$ cat config.mk
export PLATFORM = sky130hd
export DESIGN_NAME = peripheral_wb_burst_master_flat
export DESIGN_NICKNAME = d
export VERILOG_FILES = /design/src/rtl/peripheral_wb_burst_master_if.sv /design/src/rtl/peripheral_wb_burst_master.sv /design/src/flat_wrapper.sv
export SDC_FILE = /design/constraint.sdc
export NUM_CORES = 1
export LEC_CHECK = 0
export ABC_AREA = 1
export BUFFER_PORTS_ARGS = -buffer_cell sky130_fd_sc_hd__buf_2
export CAP_MARGIN = 10
export CORE_UTILIZATION = 40
export DETAILED_ROUTE_END_ITERATION = 7
export PLACE_DENSITY_LB_ADDON = 0.12
export SLEW_MARGIN = 30
export SYNTH_ARGS = -nofsm -noshare
export SYNTH_HDL_FRONTEND = slang
export SYNTH_SLANG_ARGS = --single-unit
$ cat constraint.sdc
create_clock -name wb_clk_i -period 2 [get_ports wb_clk_i]
set_clock_uncertainty 0.15 [all_clocks]
set_input_delay 0.3 -clock wb_clk_i [delete_from_list [all_inputs] [get_ports wb_clk_i]]
set_output_delay 0.3 -clock wb_clk_i [all_outputs]
set_load 0.02 [all_outputs]
$ cat src/rtl/peripheral_wb_burst_master_if.sv
// peripheral_wb_burst_master_if: command, write/read data streams and Wishbone B3 master bus
interface peripheral_wb_burst_master_if #(parameter int DW = 32, parameter int AW = 32, parameter int LW = 8);
  logic          cmd_valid_i;
  logic          cmd_ready_o;
  logic [AW-1:0] cmd_adr_i;
  logic          cmd_we_i;
  logic [1:0]    cmd_bte_i;
  logic [LW-1:0] cmd_len_i;
  logic          wdat_valid_i;
  logic          wdat_ready_o;
  logic [DW-1:0] wdat_i;
  logic [DW/8-1:0] wsel_i;
  logic          rdat_valid_o;
  logic [DW-1:0] rdat_o;
  logic          done_o;
  logic          err_o;
  logic          wb_cyc_o;
  logic          wb_stb_o;
  logic          wb_we_o;
  logic [AW-1:0] wb_adr_o;
  logic [DW-1:0] wb_dat_o;
  logic [DW/8-1:0] wb_sel_o;
  logic [2:0]    wb_cti_o;
  logic [1:0]    wb_bte_o;
  logic [DW-1:0] wb_dat_i;
  logic          wb_ack_i;
  logic          wb_err_i;
  modport master (
    input  cmd_valid_i, cmd_adr_i, cmd_we_i, cmd_bte_i, cmd_len_i, wdat_valid_i, wdat_i, wsel_i,
           wb_dat_i, wb_ack_i, wb_err_i,
    output cmd_ready_o, wdat_ready_o, rdat_valid_o, rdat_o, done_o, err_o,
           wb_cyc_o, wb_stb_o, wb_we_o, wb_adr_o, wb_dat_o, wb_sel_o, wb_cti_o, wb_bte_o
  );
  modport slave (
    output cmd_valid_i, cmd_adr_i, cmd_we_i, cmd_bte_i, cmd_len_i, wdat_valid_i, wdat_i, wsel_i,
           wb_dat_i, wb_ack_i, wb_err_i,
    input  cmd_ready_o, wdat_ready_o, rdat_valid_o, rdat_o, done_o, err_o,
           wb_cyc_o, wb_stb_o, wb_we_o, wb_adr_o, wb_dat_o, wb_sel_o, wb_cti_o, wb_bte_o
  );
endinterface

$ cat src/rtl/peripheral_wb_burst_master.sv
// peripheral_wb_burst_master: Wishbone B3 burst master (linear/wrap) driven by a command + data stream
module peripheral_wb_burst_master #(
  parameter int DW = 32,
  parameter int AW = 32,
  parameter int LW = 8
) (
  input logic wb_clk_i,
  input logic wb_rst_i,
  peripheral_wb_burst_master_if.master bus
);
  localparam int BW = DW / 8;
  typedef enum logic [1:0] {IDLE, LOAD, XFER} state_t;
  state_t r_state, w_next;
  logic r_we, r_single, r_done, r_err, r_rvalid;
  logic [1:0] r_bte;
  logic [LW-1:0] r_cnt;
  logic [AW-1:0] r_adr;
  logic [DW-1:0] r_dat, r_rdat;
  logic [BW-1:0] r_sel;
  logic w_accept, w_ack, w_err, w_last, w_load;
  logic [AW-1:0] w_mask, w_inc;
  assign w_accept = bus.cmd_valid_i && bus.cmd_ready_o;
  assign w_load   = r_state == LOAD && bus.wdat_valid_i;
  assign w_err    = r_state == XFER && bus.wb_err_i;
  assign w_ack    = r_state == XFER && bus.wb_ack_i && !bus.wb_err_i;
  assign w_last   = r_cnt == '0;
  // wrap-N keeps the address bits above the N-beat window fixed
  assign w_mask   = r_bte == 2'd0 ? '1 : (AW'(BW) << ({1'b0, r_bte} + 3'd1)) - AW'(1);
  assign w_inc    = r_adr + AW'(BW);
  always_ff @(posedge wb_clk_i)
    if (wb_rst_i) r_state <= IDLE;
    else r_state <= w_next;
  always_comb begin
    w_next = r_state;
    if (r_state == IDLE && w_accept) w_next = bus.cmd_we_i ? LOAD : XFER;
    if (w_load) w_next = XFER;
    if (w_err || (w_ack && w_last)) w_next = IDLE;
    else if (w_ack) w_next = r_we ? LOAD : XFER;
  end
  always_ff @(posedge wb_clk_i) begin
    if (wb_rst_i) begin
      r_we     <= 1'b0;
      r_single <= 1'b0;
      r_done   <= 1'b0;
      r_err    <= 1'b0;
      r_rvalid <= 1'b0;
      r_bte    <= '0;
      r_cnt    <= '0;
      r_adr    <= '0;
      r_dat    <= '0;
      r_rdat   <= '0;
      r_sel    <= '0;
    end else begin
      r_done   <= w_ack && w_last;
      r_err    <= w_err;
      r_rvalid <= w_ack && !r_we;
      if (w_ack && !r_we) r_rdat <= bus.wb_dat_i;
      if (w_accept) begin
        r_we     <= bus.cmd_we_i;
        r_single <= bus.cmd_len_i == '0;
        r_bte    <= bus.cmd_bte_i;
        r_cnt    <= bus.cmd_len_i;
        r_adr    <= bus.cmd_adr_i;
        if (!bus.cmd_we_i) r_sel <= '1;
      end
      if (w_load) begin
        r_dat <= bus.wdat_i;
        r_sel <= bus.wsel_i;
      end
      if (w_ack && !w_last) begin
        r_cnt <= r_cnt - LW'(1);
        r_adr <= (r_adr & ~w_mask) | (w_inc & w_mask);
      end
    end
  end
  // a completion pulse blocks acceptance for one cycle so commands never overlap it
  assign bus.cmd_ready_o  = r_state == IDLE && !r_done && !r_err;
  assign bus.wdat_ready_o = r_state == LOAD;
  assign bus.rdat_valid_o = r_rvalid;
  assign bus.rdat_o       = r_rdat;
  assign bus.done_o       = r_done;
  assign bus.err_o        = r_err;
  assign bus.wb_cyc_o     = r_state != IDLE;
  assign bus.wb_stb_o     = r_state == XFER;
  assign bus.wb_we_o      = r_we && r_state != IDLE;
  assign bus.wb_adr_o     = r_adr;
  assign bus.wb_dat_o     = r_dat;
  assign bus.wb_sel_o     = r_sel;
  assign bus.wb_cti_o     = (r_state == IDLE || r_single) ? 3'b000 : w_last ? 3'b111 : 3'b010;
  assign bus.wb_bte_o     = r_bte;
endmodule

$ cat src/flat_wrapper.sv
// flat-port wrapper written by rule: the top's interface ports become plain ports
module peripheral_wb_burst_master_flat 
#(
  parameter int DW = 32,
  parameter int AW = 32,
  parameter int LW = 8
)
  (wb_clk_i, wb_rst_i, bus_cmd_valid_i, bus_cmd_adr_i, bus_cmd_we_i, bus_cmd_bte_i, bus_cmd_len_i, bus_wdat_valid_i, bus_wdat_i, bus_wsel_i, bus_wb_dat_i, bus_wb_ack_i, bus_wb_err_i, bus_cmd_ready_o, bus_wdat_ready_o, bus_rdat_valid_o, bus_rdat_o, bus_done_o, bus_err_o, bus_wb_cyc_o, bus_wb_stb_o, bus_wb_we_o, bus_wb_adr_o, bus_wb_dat_o, bus_wb_sel_o, bus_wb_cti_o, bus_wb_bte_o);
  peripheral_wb_burst_master_if #(.DW(DW), .AW(AW), .LW(LW)) bus_i ();
  input logic wb_clk_i;
  input logic wb_rst_i;
  input wire logic [$bits(bus_i.cmd_valid_i)-1:0] bus_cmd_valid_i;
  input wire logic [$bits(bus_i.cmd_adr_i)-1:0] bus_cmd_adr_i;
  input wire logic [$bits(bus_i.cmd_we_i)-1:0] bus_cmd_we_i;
  input wire logic [$bits(bus_i.cmd_bte_i)-1:0] bus_cmd_bte_i;
  input wire logic [$bits(bus_i.cmd_len_i)-1:0] bus_cmd_len_i;
  input wire logic [$bits(bus_i.wdat_valid_i)-1:0] bus_wdat_valid_i;
  input wire logic [$bits(bus_i.wdat_i)-1:0] bus_wdat_i;
  input wire logic [$bits(bus_i.wsel_i)-1:0] bus_wsel_i;
  input wire logic [$bits(bus_i.wb_dat_i)-1:0] bus_wb_dat_i;
  input wire logic [$bits(bus_i.wb_ack_i)-1:0] bus_wb_ack_i;
  input wire logic [$bits(bus_i.wb_err_i)-1:0] bus_wb_err_i;
  output wire logic [$bits(bus_i.cmd_ready_o)-1:0] bus_cmd_ready_o;
  output wire logic [$bits(bus_i.wdat_ready_o)-1:0] bus_wdat_ready_o;
  output wire logic [$bits(bus_i.rdat_valid_o)-1:0] bus_rdat_valid_o;
  output wire logic [$bits(bus_i.rdat_o)-1:0] bus_rdat_o;
  output wire logic [$bits(bus_i.done_o)-1:0] bus_done_o;
  output wire logic [$bits(bus_i.err_o)-1:0] bus_err_o;
  output wire logic [$bits(bus_i.wb_cyc_o)-1:0] bus_wb_cyc_o;
  output wire logic [$bits(bus_i.wb_stb_o)-1:0] bus_wb_stb_o;
  output wire logic [$bits(bus_i.wb_we_o)-1:0] bus_wb_we_o;
  output wire logic [$bits(bus_i.wb_adr_o)-1:0] bus_wb_adr_o;
  output wire logic [$bits(bus_i.wb_dat_o)-1:0] bus_wb_dat_o;
  output wire logic [$bits(bus_i.wb_sel_o)-1:0] bus_wb_sel_o;
  output wire logic [$bits(bus_i.wb_cti_o)-1:0] bus_wb_cti_o;
  output wire logic [$bits(bus_i.wb_bte_o)-1:0] bus_wb_bte_o;
  assign bus_i.cmd_valid_i = bus_cmd_valid_i;
  assign bus_i.cmd_adr_i = bus_cmd_adr_i;
  assign bus_i.cmd_we_i = bus_cmd_we_i;
  assign bus_i.cmd_bte_i = bus_cmd_bte_i;
  assign bus_i.cmd_len_i = bus_cmd_len_i;
  assign bus_i.wdat_valid_i = bus_wdat_valid_i;
  assign bus_i.wdat_i = bus_wdat_i;
  assign bus_i.wsel_i = bus_wsel_i;
  assign bus_i.wb_dat_i = bus_wb_dat_i;
  assign bus_i.wb_ack_i = bus_wb_ack_i;
  assign bus_i.wb_err_i = bus_wb_err_i;
  assign bus_cmd_ready_o = bus_i.cmd_ready_o;
  assign bus_wdat_ready_o = bus_i.wdat_ready_o;
  assign bus_rdat_valid_o = bus_i.rdat_valid_o;
  assign bus_rdat_o = bus_i.rdat_o;
  assign bus_done_o = bus_i.done_o;
  assign bus_err_o = bus_i.err_o;
  assign bus_wb_cyc_o = bus_i.wb_cyc_o;
  assign bus_wb_stb_o = bus_i.wb_stb_o;
  assign bus_wb_we_o = bus_i.wb_we_o;
  assign bus_wb_adr_o = bus_i.wb_adr_o;
  assign bus_wb_dat_o = bus_i.wb_dat_o;
  assign bus_wb_sel_o = bus_i.wb_sel_o;
  assign bus_wb_cti_o = bus_i.wb_cti_o;
  assign bus_wb_bte_o = bus_i.wb_bte_o;
  peripheral_wb_burst_master #(.DW(DW), .AW(AW), .LW(LW)) u_core (.wb_clk_i(wb_clk_i), .wb_rst_i(wb_rst_i), .bus(bus_i));
endmodule
==> results by group, run 1 <==
Routing
  – Drt pass-1 iters: 5
  – Vias per inst: 4.798
  – Total Wirelength: between 15000 and 20000 um
  – Final ANT Viol Nets: 0
  – Post-route DRC violation count: 0
  – Wire per inst: 13.39 um
  – DR vias: 6674
  – First-iteration detailed-routing DRC count: around 370

Power and ir drop
  – Net Switching: 2.983 mW
  – Leak Pwr: around 4.2 nW
  – Sequential power share: a little over a third
  – Comb pwr share: a little under 30%
  – IR Drop Worst-Case VDD: a little under 0.8 mV
  – Pwr Density: ~1000 nW/um^2
  – Clk pwr share: between 30% and 40%
  – Sw Share: a little over a third
  – Pint: approximately 5.6 mW

STA
  – Final hold violations: 0
  – Hold_ws: about 0.008 ns
  – Rel. slew slack: between 60% and 70%
  – Final worst-path cycle share: a little over nine tenths
  – Min cycle time layout: slightly below 2 ns
  – Fin. max-slew vios: 0
  – Setup WS post-layout: between 0.05 and 0.06 ns
  – Setup TNS: 0 ns
  – Fmax: ~0.51 GHz
  – Final setup vio count: 0
  – Worst-Margin Slew: about 0.5 ns

Synthesis
  – Post-synthesis sequential element count: 117
  – Synth top area cells: dfxtp_1 (41%), nand2_1 (16%), nor2_1 (12%), o21ai_0 (5.8%), inv_1 (5.3%)
  – Sequential cell area fraction in the yosys report: approximately 41%
  – Syn nets: a little over 1k
  – Post-Syn Area: between 5000 and 6000 um^2
  – Yosys warns: 0
  – Distinct cells, synth: 30
  – Post-synth EDFFs: 0
  – Predominant post-synthesis flop cell: dfxtp_1
  – Largest area contributor in the netlist: dfxtp_1
  – Commonest cells in the netlist: nand2_1 (245), nor2_1 (181), dfxtp_1 (117)
  – Gate Count Post-Synth: between 800 and 900
  – Post-synth top area share: 41.50%
  – Count leader, synth: nand2_1
  – Synth async-reset ratio: 0%
  – Syn Area/Cell: 6.356 um^2

Clocking
  – Clk buf depth: 2
  – Root buffer cell: clkbuf_16
  – Clock sink count: 117
  – CTS tree: built
  – Htree depth: 4
  – CTS Buf Count: 17
  – Clk_lat worst skew: between 0.4 and 0.5 ns
  – Reg clk slew, reported paths: 0.06 ns

Setup path
  – Worst setup path class: register to primary output
  – Max FO, Critical Path: 2
  – CP bufs+invs: 3
  – Startpoint types: register
  – WP data required: around 1.6 ns
  – Worst Setup EP: bus_wb_cti_o[0]
  – Worst path max stage delay: roughly 0.32 ns
  – Crit path capture type: primary output
  – R2R Setup Slk: approximately 0.15 ns
  – Worst Path Arrival: ~1.5 ns
  – Critical path's most frequent cell: inv_2
  – Reg-to-reg critical path endpoint: u_core.bus.rdat_o[0]
  – R2R depth: 8
  – Start point of the critical path: u_core.r_cnt[1]
  – Worst R2R Start: u_core.r_state[1]
  – CP Cell Sequence: inv_2 -> ha_4 -> nand2_4 -> nor2_4 -> inv_2 -> nor3_4 -> buf_6
  – CP top delay family: flip-flops
  – Critical path depth in cells: 7
  – Slowest cell on crit path: dfxtp_2

Min path
  – Hold WC Path Type: input pin to register
  – Hold Crit Start: bus_cmd_bte_i[1]

Global routing
  – Gr ovfl total: 0
  – Initial antenna violation count: 0
  – Vias in the first global route: between 6k and 7k
  – First-pass GRT wire length: roughly 30000 um
  – Largest net degree at the start of global routing: between 40 and 50
  – GR Util All Layers: a little over a quarter

Place
  – Place WS: between 0.1 and 0.15 ns
  – Placed inst area: between 7000 and 8000 um^2
  – Post-DP HPWL: around 12000 um
  – Final GP Congestion: around 0.88
  – IO buf count: approximately 230

Final layout
  – Layout cells sized above 1: between 20% and 30%
  – Fill cells: 1291
  – Diode count: 0
  – Util after Layout: about three fifths
  – Fin nets: 1320
  – Syn-to-layout area delta: 50.48%
  – Fin area: approximately 8500 um^2

Floorplan
  – IO Pins: 230
  – Die Height: between 100 and 150 um
  – Core area: 13830 um^2
  – Total die area: between 10000 and 15000 um^2
  – Starting Density: 40.82%
  – Die W: between 100 and 150 um
  – # rows: 43

Flow run
  – Max cap viols: 0

Run status
  – Outcome: completed
what timing repair did:
item | CTS | global route
hold endpoints to repair | 66 | 0
endpoints found under the setup margin | 2 | 22
cloned | 0 | 0
buffers inserted | 6 | 4
pin swaps | 4 | 4
hold buffers | 66 | 0
gates resized for setup | 16 | 15
per-layer routing:
metal,vias up,wire length [um],track usage (%)
met3,24,1348,7.311
met4,0,320,9.722
li1,3408,-,-
met2,234,9159,46.16
met5,-,0,0
met1,3008,7799,29.89
worst min-delay path by stage:
| stage | to | slack [ns] | cells after the start |
|---|---|---|---|
| floorplan | u_core.bus.wb_adr_o[0] | 0.28 | 2 |
| detailed placement | u_core.bus.wb_dat_o[29] | 0.30 | 2 |
| CTS | u_core.bus.wb_bte_o[1] | 0.002 | 3 |
| global route | u_core.bus.wb_dat_o[30] | 0.02 | 3 |
| global placement | u_core.bus.wb_dat_o[16] | 0.30 | 2 |
| finish | u_core.bus.wb_bte_o[1] | 0.008 | 3 |
tightest hold or removal path, cell delays in order:
cell	delay, ns
buf_2	0.07
o21ai_0	0.07
a21oi_1	0.10
cell type report:
cell class	instances	area [um^2]	area share, %
tap	180	225.2	2.652
sequential	117	2349	27.65
inverter	84	317.8	3.742
clock inverter	11	126.4	1.488
multi-input combinational	647	2875	33.85
clock buffer	21	460.4	5.421
timing repair buffer	331	2140	25.19
cells in the final DEF, fill, tap and decap left out, types with 5 or more instances in the layout:
| master | instances |
|---|---|
| dlygate4sd3_1 | 66 |
| buf_2 | 227 |
| nor3_1 | 8 |
| nand3_1 | 59 |
| nor2_2 | 6 |
| clkbuf_16 | 17 |
| dfxtp_1 | 112 |
| o21ai_0 | 64 |
| a21oi_1 | 57 |
| buf_4 | 32 |
| nor2_1 | 174 |
| inv_1 | 77 |
| inv_2 | 6 |
| nand2_1 | 243 |
| dfxtp_2 | 5 |
cells by family (layout without fill, tap and decap cells):
logic type	after synthesis	in the layout	synth area share (%)
simple gates	512	512	36.73
buf+inv	124	447	8.734
compound gates	126	126	11.31
fa+ha+maj	5	5	1.108
flops	117	117	41.50
xor+xnor	4	4	0.6206
power groups by stage:
stage               Sequential [mW]  Clock [mW]  Combinational, mW
floorplan                      3.26           0               1.16
global placement               3.00           0               2.26
detailed placement             3.00           0               2.27
CTS                            2.96        3.06               2.47
global route                   3.01        3.17               2.82
finish                         2.97        3.02               2.54
stage by stage:
| step | cells | total power [mW] |
|---|---|---|
| finish | 1391 | 8.534 |
| CTS | 1387 | 8.485 |
| global placement | 1283 | 5.253 |
| global route | 1391 | 9.006 |
| detailed placement | 1283 | 5.262 |
| floorplan | 888 | 4.421 |
Power figures use the tool's default switching activity.
==> inputs of run 2 (changes only) <==
Settings changed: RECOVER_POWER set to 100, SLEW_MARGIN 30 to 15.
==> run 2 against run 1 <==
Net effect: flip-flop and latch count is the same; sequential power is essentially flat; total power shrank 0.87%; die area is the same; non-clock buffer count is the same; via count is essentially flat; largest power group unchanged; highest routed layer unchanged.
==> results by group, run 2 (synthesis gave the netlist of run 1 again) <==
Run status
  – Outcome: completed

Final layout
  – Layout cells sized above 1: a little under a fifth
  – Fin nets: between 1k and 1.5k
  – Fill cells: roughly 1.4k
  – Diode count: 0
  – Commonest non-fill, non-tap cells in the layout: nand2_1 (243), nor2_1 (174), buf_2 (118)
  – Commonest non-fill, non-tap cell in the layout: nand2_1
  – Syn-to-layout area delta: 47.84%
  – Final Non-Filler Cells: ~1.4k

Floorplan
  – IO Pins: 230
  – Core area: ~14000 um^2
  – Die Height: around 120 um
  – Die W: ~120 um
  – Total die area: about 15000 um^2
  – # rows: 43
  – Starting Density: between 40% and 50%

Setup path
  – Crit path capture type: primary output
  – Startpoint types: register
  – WP data required: 1.55 ns
  – Worst setup path class: register to primary output
  – Worst Path Arrival: 1.49 ns
  – Max FO, Critical Path: 2
  – R2R depth: 7

Routing
  – Vias per inst: between 4 and 5
  – Final ANT Viol Nets: 0
  – Total Wirelength: roughly 19000 um
  – First-iteration detailed-routing DRC count: around 320
  – Drt pass-1 iters: 5
  – Wire per inst: approximately 13 um
  – DR vias: roughly 6.7k
  – Post-route DRC violation count: 0

Clocking
  – Htree depth: 4
  – Clock sink count: around 120
  – Reg clk slew, reported paths: ~0.06 ns
  – Root buffer cell: clkbuf_16
  – CTS tree: built
  – Clk_lat worst skew: roughly 0.42 ns
  – Clk buf depth: 2
  – CTS Buf Count: 17

Global routing
  – Vias in the first global route: between 6k and 7k
  – Largest net degree at the start of global routing: 46
  – Gr ovfl total: 0
  – Initial antenna violation count: 0
  – GR Util All Layers: approximately a quarter
  – First-pass GRT wire length: 30030 um

Place
  – IO buf count: ~230
  – Post-DP HPWL: 12420 um
  – Place WS: approximately 0.11 ns
  – Dpl cells: about 1.3k
  – Final GP Congestion: around 0.9

STA
  – Min cycle time layout: just under 2 ns
  – Rel. slew slack: 66.64%
  – Final setup vio count: 0
  – Final hold violations: 0
  – Final worst-path cycle share: a little over nine tenths
  – Fin. max-slew vios: 0
  – Fmax: a little over 0.5 GHz
  – Setup TNS: 0 ns
  – Setup WS post-layout: slightly below 0.06 ns
  – Worst-Margin Slew: 0.5004 ns

Min path
  – Hold WC Path Type: input pin to register
  – Hold Path Stages: 3

Power and ir drop
  – Final Power: ~8.5 mW
  – Pwr Density: 1014 nW/um^2
  – Leak Pwr: roughly 3.8 nW
  – IR Drop Worst-Case VDD: 0.7676 mV

Flow run
  – Max cap viols: 0
==> run 2: metrics by stage <==
stage | cell area, um^2 | util (%) | hold slack (ns)
after floorplan | 5649 | - | 0.2849
after global placement | 7088 | 51.26 | 0.2989
after detailed placement | 7088 | 51.26 | 0.3021
after CTS | 8413 | 60.85 | 0.001873
after global routing | 8344 | 60.35 | 0.02016
final | 8344 | 60.35 | 0.008265
==> run 2: cell type report <==
class,instances,area [um^2],share of cell area [%]
Multi-Input combinational cell,647,2875,34.46
Tap cell,180,225.2,2.699
Clock inverter,11,126.4,1.514
Clock buffer,21,460.4,5.518
Sequential cell,117,2349,28.15
Timing Repair Buffer,331,1991,23.86
Inverter,84,317.8,3.809
==> run 2: routing by layer <==
metal  part of all wire (%)  track usage, %  up-vias
met5                      0               0        -
li1                       -               -     3412
met3                    7.0           7.311       23
met2                     49           46.16      241
met4                    1.6           9.722        0
met1                     42           29.89     2997
==> run 2: worst max-delay path, stage by stage, from the launching register on <==
cell	delay (ns)
dfxtp_2	0.32
inv_2	0.07
ha_4	0.14
nand2_4	0.05
nor2_4	0.11
inv_2	0.07
nor3_4	0.16
buf_6	0.15
==> run 2: what timing repair did <==
action | CTS | global route
resized for setup | 16 | 15
pin swaps | 4 | 4
setup endpoints to repair | 2 | 22
hold buffers | 66 | 0
endpoints found under the hold margin | 66 | 0
setup buffers | 6 | 4
==> run 2: where the power goes <==
part           switching [mW]  internal, mW  leakage, nW
combinational            1.54         0.911         2.56
clock                    1.13          1.90        0.276
sequential              0.326          2.65        0.957
==> run 2: final timing paths <==
| path | startpoint | endpoint | slack [ns] |
|---|---|---|---|
| setup reg to reg | register | register | 0.15 |
| setup / recovery | u_core.r_cnt[1] | bus_wb_cti_o[0] | 0.06 |
| hold / removal | bus_cmd_bte_i[1] | u_core.bus.wb_bte_o[1] | 0.008 |
| hold reg to reg | u_core.bus.wb_dat_o[10] | u_core.bus.wb_dat_o[10] | 0.31 |
==> inputs of run 3 (changes only) <==
Settings changed: ABC_AREA 1 to unset, CORE_MARGIN set to 1.
==> run 3 against run 2 <==
Net effect: the run now ends with setup timing left; combinational power fell by 8.5%; clock-buffer cell count grew 2; clock power hardly changed; critical path type is now register to register; largest cell class unchanged.
==> results by group, run 3 <==
Run status
  – Outcome: finished with violations
  – Failing checks: setup timing

Routing
  – First-iteration detailed-routing DRC count: 394
  – Drt pass-1 iters: 5
  – Vias per inst: 5.221
  – DR vias: 6234
  – Wire per inst: about 16 um
  – Post-route DRC violation count: 0
  – Final ANT Viol Nets: 0
  – Total Wirelength: around 19000 um

Global routing
  – Initial antenna violation count: 0
  – Vias in the first global route: roughly 6.0k
  – First-pass GRT wire length: between 20000 and 30000 um
  – Gr ovfl total: 0
  – GR Util All Layers: 28.09%
  – Largest net degree at the start of global routing: 46

STA
  – RSZ-0062 raised after global routing: yes
  – Worst-Margin Slew: about 0.60 ns
  – Hold_ws: ~0.011 ns
  – Setup TNS: -3.947 ns
  – Min cycle time layout: 2.231 ns
  – Fin. max-slew vios: 0
  – Final hold violations: 0
  – Setup WS post-layout: -0.2311 ns
  – Rel. slew slack: between 50 and 60%
  – Fmax: ~0.45 GHz
  – Final setup vio count: 36
  – Final worst-path cycle share: 111.6%

Min path
  – Hold Path Stages: 3
  – Hold WC Path Type: input pin to register
  – Hold EP: u_core.r_cnt[4]
  – Hold Crit Start: bus_cmd_len_i[4]

Floorplan
  – Die W: approximately 110 um
  – IO Pins: 230
  – Starting Density: 41.57%
  – # rows: 40
  – Die Height: ~110 um
  – Total die area: 13140 um^2
  – Core area: 12210 um^2

Clocking
  – Htree depth: 4
  – Clk_lat worst skew: a little over 0.4 ns
  – Clk buf depth: 2
  – Root buffer cell: clkbuf_16
  – CTS Buf Count: 17
  – Reg clk slew, reported paths: ~0.050 ns
  – Clock sink count: 117
  – CTS tree: built

Final layout
  – Util after Layout: between 70 and 80%
  – Commonest non-fill, non-tap cells in the layout: nand2_1 (162), buf_2 (119), clkbuf_1 (110)
  – Layout cells sized above 1: 31.61%
  – Syn-to-layout area delta: 71.43%
  – Commonest non-fill, non-tap cell in the layout: nand2_1
  – Fin nets: 1134

Setup path
  – R2R Setup Slk: -0.23 ns
  – Worst setup path class: register to register
  – Crit path capture type: register
  – WP data required: 2.12 ns
  – Worst R2R Start: u_core.r_cnt[0]
  – Max FO, Critical Path: 5
  – R2R depth: 9
  – Worst Path Arrival: around 2.4 ns
  – Startpoint types: register

Synthesis
  – Syn Area/Cell: between 7 and 8 um^2
  – Post-synth EDFFs: 0
  – Commonest cells in the netlist: nand2_1 (163), dfxtp_1 (117), a21oi_1 (84)
  – Gate Count Post-Synth: 636
  – Syn nets: 758
  – Distinct cells, synth: 61
  – Post-synth top area share: approximately 46%
  – Post-Syn Area: slightly above 5000 um^2
  – Sequential cell area fraction in the yosys report: 46.14%
  – Predominant post-synthesis flop cell: dfxtp_1
  – Count leader, synth: nand2_1
  – Yosys warns: 0
  – Synth async-reset ratio: 0%
  – Synth top area cells: dfxtp_1 (46%), nand2_1 (12%), a21oi_1 (8.3%), nor2_1 (3.6%), clkbuf_1 (2.5%)
  – Post-synthesis sequential element count: approximately 120
  – Largest area contributor in the netlist: dfxtp_1

Power and ir drop
  – Leak Pwr: about 3.5 nW
  – Pwr Density: 915.4 nW/um^2
  – IR Drop Worst-Case VDD: 0.7775 mV
  – Final Power: approximately 8.0 mW

Place
  – Final GP Congestion: slightly below 0.9
  – IO buf count: about 230
  – Place WS: -0.1444 ns
  – Post-DP HPWL: ~12000 um

Flow run
  – Max cap viols: 0
[run 3: cell count changes after synthesis, moves of 7 or more]
cell and delta:
nor2_1 -132, or3_1 +7, a31oi_1 +10, and3_1 +9, a311oi_1 +8, nand3_1 -53
o21ai_0 -58, nor3_1 +8, inv_1 -72, and4_1 +9, nand2_1 -82, a21oi_1 +27
nand4_1 +7
[run 3: timing repair]
item / CTS / global route
endpoints found under the hold margin: 76 / 0
endpoints found under the setup margin: 30 / 40
resized for setup: 60 / 45
pin swaps: 36 / 31
setup buffers: 18 / 16
cloned: 2 / 0
hold buffers: 76 / 0
[run 3: area by class of cell]
cell class / instances / area [um^2]
Antenna cell: 1 / 2.502
Clock buffer: 23 / 488.0
Clock inverter: 9 / 100.1
Fill cell: 1065 / 3510
Inverter: 8 / 30.03
Multi-Input combinational cell: 467 / 2888
Sequential cell: 117 / 2352
Tap cell: 168 / 210.2
Timing Repair Buffer: 401 / 2631
[run 3: kinds of logic after synthesis]
kind of cell	after synthesis	share of synthesized area (%)
DFF	117	46.14
AOI/OAI and AO/OA	152	19.18
xor gates and xnor gates	2	0.3451
and+or+nand+nor	303	27.71
adders and majority gates	5	1.232
muxes	4	0.9119
buffers and inverters	53	4.486
[run 3: through the flow]
step                      cell area, um^2  cells
after floorplan                      5120    636
after global placement               6847   1053
after detailed placement             6847   1053
after CTS                            8612   1181
after global routing                 8700   1193
final                                8702   1194
[run 3: worst max path at each step]
stage | slack [ns] | endpoint | cells past startpoint | from
finish | -0.23 | register | 9 | u_core.r_cnt[0]
global route | -0.30 | register | 9 | u_core.r_cnt[0]
CTS | -0.23 | bus_wb_cti_o[0] | 6 | u_core.r_cnt[6]
detailed placement | -0.14 | register | 7 | u_core.r_cnt[0]
global placement | -0.06 | register | 7 | u_core.r_cnt[0]
floorplan | -0.06 | register | 6 | register
[run 3: power by group]
group,internal (mW),switching (mW),total (mW)
registers,2.55,0.168,2.72
clock network,1.95,1.04,3.00
logic,0.981,1.27,2.25
total,5.48,2.48,7.97
[run 3: worst max-delay path, stage by stage, from the launching register on]
cell	delay [ns]
dfxtp_2	0.33
inv_2	0.08
ha_4	0.13
buf_6	0.08
or3b_4	0.43
o211ai_4	0.26
buf_6	0.15
nor2_4	0.05
a311oi_2	0.34
nor4b_2	0.08
[run 3: routing by layer]
layer	global-route usage [%]	wire length, um	vias up
li1	-	-	2996
met3	6.564	1109	62
met4	17.92	782	0
met1	31.40	7522	2899
met2	48.08	9485	277
met5	0	0	-
